[src/rtl/banco_registro_ctrl_if.sv]
`default_nettype none
// +--------------------------------------------------------------------+
// | banco_registro_ctrl_if : write-port / scan bus of the bank control |
// | Rev 1.0                                                            |
// +--------------------------------------------------------------------+
interface banco_registro_ctrl_if #(
  parameter int BIT_ADDR = 8,
  parameter int BIT_DATO = 4
);
  logic                clear_req;
  logic                req0_valid;
  logic [BIT_ADDR-1:0] req0_addr;
  logic [BIT_DATO-1:0] req0_dat;
  logic                req0_ready;
  logic                req1_valid;
  logic [BIT_ADDR-1:0] req1_addr;
  logic [BIT_DATO-1:0] req1_dat;
  logic                req1_ready;
  logic                reg_write;
  logic [BIT_ADDR-1:0] addr_w;
  logic [BIT_DATO-1:0] dat_w;
  logic                busy;
  logic [BIT_ADDR-1:0] scan_addr;
  logic                scan_tick;

  modport master (
    output clear_req, req0_valid, req0_addr, req0_dat,
    output req1_valid, req1_addr, req1_dat,
    input  req0_ready, req1_ready, reg_write, addr_w, dat_w,
    input  busy, scan_addr, scan_tick
  );

  modport slave (
    input  clear_req, req0_valid, req0_addr, req0_dat,
    input  req1_valid, req1_addr, req1_dat,
    output req0_ready, req1_ready, reg_write, addr_w, dat_w,
    output busy, scan_addr, scan_tick
  );
endinterface
`default_nettype wire

[src/rtl/banco_registro_ctrl.sv]
`default_nettype none
// +--------------------------------------------------------------------+
// | banco_registro_ctrl : bank clear sequencer, RR write arbiter, scan |
// | Rev 1.0                                                            |
// +--------------------------------------------------------------------+
module banco_registro_ctrl #(
  parameter int BIT_ADDR = 8,
  parameter int BIT_DATO = 4,
  parameter int SCAN_DIV = 16
) (
  input  wire logic             clk,
  input  wire logic             rst,
  banco_registro_ctrl_if.slave  bus
);

  localparam int                  c_DIV_W     = $clog2(SCAN_DIV);
  localparam logic [c_DIV_W-1:0]  c_DIV_LAST  = c_DIV_W'(SCAN_DIV - 1);
  localparam logic [BIT_ADDR-1:0] c_LAST_ADDR = {BIT_ADDR{1'b1}};

  typedef enum logic [0:0] {
    CLEAR = 1'b0,
    IDLE  = 1'b1
  } state_t;

  state_t              r_state, w_stateNext;
  logic [BIT_ADDR-1:0] r_clrPtr, w_clrPtrNext;
  logic                r_lastGrant, w_lastGrantNext;
  logic                r_regWrite, w_regWriteNext;
  logic [BIT_ADDR-1:0] r_addrW, w_addrWNext;
  logic [BIT_DATO-1:0] r_datW, w_datWNext;
  logic                r_busy;
  logic                w_grant0, w_grant1;
  logic [c_DIV_W-1:0]  r_div;
  logic [BIT_ADDR-1:0] r_scanAddr;
  logic                r_scanTick;

  always_comb begin
    w_stateNext     = r_state;
    w_clrPtrNext    = r_clrPtr;
    w_lastGrantNext = r_lastGrant;
    w_regWriteNext  = 1'b0;
    w_addrWNext     = r_addrW;
    w_datWNext      = r_datW;
    w_grant0        = 1'b0;
    w_grant1        = 1'b0;
    case (r_state)
      CLEAR: begin
        w_regWriteNext = 1'b1;
        w_addrWNext    = r_clrPtr;
        w_datWNext     = '0;
        w_clrPtrNext   = r_clrPtr + 1'b1;
        if (r_clrPtr == c_LAST_ADDR)
          w_stateNext = IDLE;
      end
      IDLE: begin
        if (bus.clear_req) begin
          w_stateNext  = CLEAR;
          w_clrPtrNext = '0;
        // r_lastGrant=1 means requester 1 was served last, so 0 wins a tie
        end else if (bus.req0_valid && (!bus.req1_valid || r_lastGrant)) begin
          w_grant0        = 1'b1;
          w_lastGrantNext = 1'b0;
          w_regWriteNext  = 1'b1;
          w_addrWNext     = bus.req0_addr;
          w_datWNext      = bus.req0_dat;
        end else if (bus.req1_valid) begin
          w_grant1        = 1'b1;
          w_lastGrantNext = 1'b1;
          w_regWriteNext  = 1'b1;
          w_addrWNext     = bus.req1_addr;
          w_datWNext      = bus.req1_dat;
        end
      end
      default: w_stateNext = CLEAR;
    endcase
  end

  always_ff @(posedge clk) begin
    if (rst) begin
      r_state     <= CLEAR;
      r_clrPtr    <= '0;
      r_lastGrant <= 1'b1;
      r_regWrite  <= 1'b0;
      r_addrW     <= '0;
      r_datW      <= '0;
      r_busy      <= 1'b1;
    end else begin
      r_state     <= w_stateNext;
      r_clrPtr    <= w_clrPtrNext;
      r_lastGrant <= w_lastGrantNext;
      r_regWrite  <= w_regWriteNext;
      r_addrW     <= w_addrWNext;
      r_datW      <= w_datWNext;
      // Stays high until the last clear write has left the registered port
      r_busy      <= (r_state == CLEAR) || (w_stateNext == CLEAR);
    end
  end

  always_ff @(posedge clk) begin
    if (rst) begin
      r_div      <= '0;
      r_scanAddr <= '0;
      r_scanTick <= 1'b0;
    end else if (r_div == c_DIV_LAST) begin
      r_div      <= '0;
      r_scanAddr <= r_scanAddr + 1'b1;
      r_scanTick <= 1'b1;
    end else begin
      r_div      <= r_div + 1'b1;
      r_scanTick <= 1'b0;
    end
  end

  assign bus.req0_ready = w_grant0;
  assign bus.req1_ready = w_grant1;
  assign bus.reg_write  = r_regWrite;
  assign bus.addr_w     = r_addrW;
  assign bus.dat_w      = r_datW;
  assign bus.busy       = r_busy;
  assign bus.scan_addr  = r_scanAddr;
  assign bus.scan_tick  = r_scanTick;

endmodule
`default_nettype wire
[src/flat_wrapper.sv]
// flat-port wrapper written by rule: the top's interface ports become plain ports
module banco_registro_ctrl_flat 
#(
  parameter int BIT_ADDR = 8,
  parameter int BIT_DATO = 4,
  parameter int SCAN_DIV = 16
)
  (clk, rst, bus_clear_req, bus_req0_valid, bus_req0_addr, bus_req0_dat, bus_req1_valid, bus_req1_addr, bus_req1_dat, bus_req0_ready, bus_req1_ready, bus_reg_write, bus_addr_w, bus_dat_w, bus_busy, bus_scan_addr, bus_scan_tick);
  banco_registro_ctrl_if #(.BIT_ADDR(BIT_ADDR), .BIT_DATO(BIT_DATO)) bus_i ();
  input  wire logic clk;
  input  wire logic rst;
  input wire logic [$bits(bus_i.clear_req)-1:0] bus_clear_req;
  input wire logic [$bits(bus_i.req0_valid)-1:0] bus_req0_valid;
  input wire logic [$bits(bus_i.req0_addr)-1:0] bus_req0_addr;
  input wire logic [$bits(bus_i.req0_dat)-1:0] bus_req0_dat;
  input wire logic [$bits(bus_i.req1_valid)-1:0] bus_req1_valid;
  input wire logic [$bits(bus_i.req1_addr)-1:0] bus_req1_addr;
  input wire logic [$bits(bus_i.req1_dat)-1:0] bus_req1_dat;
  output wire logic [$bits(bus_i.req0_ready)-1:0] bus_req0_ready;
  output wire logic [$bits(bus_i.req1_ready)-1:0] bus_req1_ready;
  output wire logic [$bits(bus_i.reg_write)-1:0] bus_reg_write;
  output wire logic [$bits(bus_i.addr_w)-1:0] bus_addr_w;
  output wire logic [$bits(bus_i.dat_w)-1:0] bus_dat_w;
  output wire logic [$bits(bus_i.busy)-1:0] bus_busy;
  output wire logic [$bits(bus_i.scan_addr)-1:0] bus_scan_addr;
  output wire logic [$bits(bus_i.scan_tick)-1:0] bus_scan_tick;
  assign bus_i.clear_req = bus_clear_req;
  assign bus_i.req0_valid = bus_req0_valid;
  assign bus_i.req0_addr = bus_req0_addr;
  assign bus_i.req0_dat = bus_req0_dat;
  assign bus_i.req1_valid = bus_req1_valid;
  assign bus_i.req1_addr = bus_req1_addr;
  assign bus_i.req1_dat = bus_req1_dat;
  assign bus_req0_ready = bus_i.req0_ready;
  assign bus_req1_ready = bus_i.req1_ready;
  assign bus_reg_write = bus_i.reg_write;
  assign bus_addr_w = bus_i.addr_w;
  assign bus_dat_w = bus_i.dat_w;
  assign bus_busy = bus_i.busy;
  assign bus_scan_addr = bus_i.scan_addr;
  assign bus_scan_tick = bus_i.scan_tick;
  banco_registro_ctrl #(.BIT_ADDR(BIT_ADDR), .BIT_DATO(BIT_DATO), .SCAN_DIV(SCAN_DIV)) u_core (.clk(clk), .rst(rst), .bus(bus_i));
endmodule
[config.mk]
export PLATFORM = sky130hd
export DESIGN_NAME = banco_registro_ctrl_flat
export DESIGN_NICKNAME = d
export VERILOG_FILES = /design/src/rtl/banco_registro_ctrl_if.sv /design/src/rtl/banco_registro_ctrl.sv /design/src/flat_wrapper.sv
export SDC_FILE = /design/constraint.sdc
export NUM_CORES = 1
export LEC_CHECK = 0
export BUFFER_PORTS_ARGS = -buffer_cell sky130_fd_sc_hd__buf_2
export CORE_MARGIN = 1.5
export CORE_UTILIZATION = 45
export DETAILED_ROUTE_END_ITERATION = 10
export PLACE_DENSITY = 0.72
export SLEW_MARGIN = 20
export SYNTH_ARGS = -nofsm -noshare
export SYNTH_HDL_FRONTEND = slang
export SYNTH_SLANG_ARGS = --single-unit
[constraint.sdc]
create_clock -name clk -period 1.38 [get_ports clk]
set_clock_uncertainty 0.1 [all_clocks]
set_input_delay 0.069 -clock clk [delete_from_list [all_inputs] [get_ports clk]]
set_output_delay 0.069 -clock clk [all_outputs]
set_load 0.02 [all_outputs]
==> flow_summary.json <==
{
  "avgSynthCellArea_um2": 8.92,
  "crit_required_ns": 1.50,
  "via_per_inst": 5.12,
  "dp_hpwl_um": 2840,
  "route.antenna.remaining_nets": 0,
  "first_pass_iters": 4,
  "total_leakage_power_nw": 1.12,
  "fmax_mhz": 718,
  "seq_area_um2": 756,
  "failed_checks": "negative setup slack",
  "numPortBuffers": 53,
  "start_util_pct": 46.2,
  "fp-row-count": 22,
  "syn_area_um2": 1680,
  "ys_types": 38,
  "multi_input_area_um2": 935,
  "startpoint_type": "flip-flop",
  "tightest_slew_ns": 0.558,
  "setup_ws_ns": -0.0134,
  "stdcell_area_um2": 2590,
  "routedWlPerCell_um": 13.3,
  "cts_buffers": 5,
  "grt_max_degree": 17,
  "reg2reg_slack_ns": -0.01,
  "cts_tree": "done",
  "yosys_warnings": 0,
  "min_path_type": "in2reg",
  "die_h_um": 64.1,
  "grt-ovfl-total": 0,
  "cts_buffer_depth": 2,
  "finalNetCount": 318,
  "fin_crit_ns": 1.39,
  "area_growth_pct": 54.3,
  "vias": 1714,
  "drt-initial-drc-count": 85,
  "status": "finished, violations left",
  "netlist.area_leader.share_pct": 44.1,
  "layout_common_cells": "buf_2, dfxtp_1, dlygate4sd3_1, buf_4, nor2_1",
  "synthCells": 188,
  "rsz0062_at_grt": "yes",
  "clock_latency_ns": 0.28,
  "fillers": 286,
  "cts-htree-levels": 2,
  "cts.sinks": 37,
  "final_max_slew_viol_count": 0,
  "clk_pin_slew_worst_paths_ns": 0.07,
  "drive_above_1_share_pct": 36.6,
  "grt_pass1_vias": 1674,
  "crit_arrival_ns": 1.51,
  "place_ws_ns": -0.0153,
  "cap_violations": 0,
  "synth.area.top_cells": "dfxtp_1, mux2i_1, a21oi_1",
  "finalSetupViolations": 2,
  "core-area_um2": 3630,
  "path_class": "reg2reg",
  "final_common_cell": "buf_2",
  "grt_antenna_before_repair": 0,
  "setup.worst_path.end_class": "flip-flop",
  "antenna_cells": 0,
  "finalCritPeriodShare_pct": 101,
  "final_util_pct": 71.2,
  "dieArea_um2": 4100,
  "vdd_drop_max_mv": 0.734,
  "postPlaceCellArea_um2": 2160,
  "num_io_pins": 54,
  "slew-limit-headroom_pct": 62.7,
  "chipWidth_um": 64.1,
  "hold_violations": 0,
  "syn-num-nets": 220,
  "routed_wl_um": 4450,
  "seq_area_frac_synth_pct": 44.1,
  "grt_use_total_pct": 22.8,
  "crit_fanout": 4,
  "grt_pass1_wl_um": 7340,
  "drc": 0,
  "post-synth-top-area-cell": "dfxtp_1",
  "fin_tns_setup_ns": -0.0151,
  "place_congestion": 0.894,
  "power_density_nw_per_um2": 890,
  "synth-seq-cells": 37,
  "cts-root-buf": "clkbuf_8"
}
layout make-up:
class | count | area share [%]
Clock buffer | 5 | 2.66
Multi-Input combinational cell | 139 | 36.1
Inverter | 2 | 0.290
Sequential cell | 37 | 29.2
Timing Repair Buffer | 101 | 27.8
Tap cell | 48 | 2.32
Clock inverter | 3 | 1.59
cells in the mapped netlist:
cell type	instances
nor2_1	17
or4_1	2
buf_2	5
nor3b_1	2
nor3_1	4
nand3_1	2
o21bai_1	3
o21ai_0	11
nor4b_1	1
o22ai_1	5
nand4_1	3
o21ba_2	1
clkbuf_1	4
o21ai_2	1
nand3_2	2
nand2_1	13
xnor2_1	4
and3_1	3
o41ai_1	1
dfxtp_1	37
nand3b_1	3
or3b_2	1
mux2i_1	11
or3_1	3
ha_1	3
buf_6	1
or3_2	2
nor2b_1	5
o311ai_0	1
a31oi_1	7
xor2_1	3
and2b_2	1
a21oi_1	16
o211ai_1	2
inv_1	2
nand4b_1	1
a22oi_1	1
nand2b_1	4
final timing paths:
path | from | to | depth (start not counted)
setup / recovery | u_core.r_state | u_core.r_clrPtr[5] | 4
hold / removal | bus_req1_valid | u_core.r_lastGrant | 3
setup reg to reg | u_core.r_state | u_core.r_clrPtr[5] | 4
hold reg to reg | u_core.bus.dat_w[1] | u_core.bus.dat_w[1] | 2
what timing repair did:
item / CTS / global route
buffers inserted: 2 / 2
hold endpoints to repair: 13 / 0
hold buffers: 23 / 0
endpoints found under the setup margin: 5 / 19
gates resized for setup: 4 / 13
pin swaps: 4 / 5
cell families after synthesis:
logic type	Yosys count	synth area share [%]
and+or+nand+nor	69	22.5
AOI/OAI and AO/OA	49	17.4
DFF	37	44.1
buffers and inverters	12	3.50
muxes	11	6.56
xor gates and xnor gates	7	3.65
adders and majority gates	3	2.24
power by group:
group	switching, mW	internal [mW]	leakage [nW]
Sequential	0.0234	1.09	0.303
Clock	0.388	0.532	0.0518
Combinational	0.113	0.157	0.763
through the flow:
step                      hold slack, ns  total power [mW]  cells
final                             0.0362              2.30    335
after global placement             0.223              1.33    301
after detailed placement           0.226              1.34    301
after global routing              0.0982              2.39    335
after floorplan                    0.145              1.24    188
after CTS                         0.0379              2.30    333
worst max-delay path, stage by stage, from the launching register on:
cell	delay, ns
dfxtp_2	0.34
buf_4	0.13
nand3b_1	0.18
or3_2	0.44
a21oi_2	0.14
sequential cells by signal, summed over array words and instances (netlist names):
name	count
u_core.r_div	4
u_core.bus.scan_tick	1
u_core.bus.addr_w	8
u_core.bus.dat_w	4
u_core.r_state	1
u_core.bus.scan_addr	8
u_core.bus.busy	1
u_core.bus.reg_write	1
u_core.r_lastGrant	1
u_core.r_clrPtr	8
per-layer routing:
metal | part of all wire [%] | wire [um] | track usage, % | up-vias
li1 | - | - | - | 873
met5 | 0 | 0 | 0 | -
met2 | 53 | 2350 | 41.4 | 40
met4 | 1.1 | 47 | 7.61 | 0
met1 | 42 | 1880 | 26.2 | 794
met3 | 4.0 | 176 | 5.11 | 7
No activity file was read; power rests on OpenSTA's default activity.
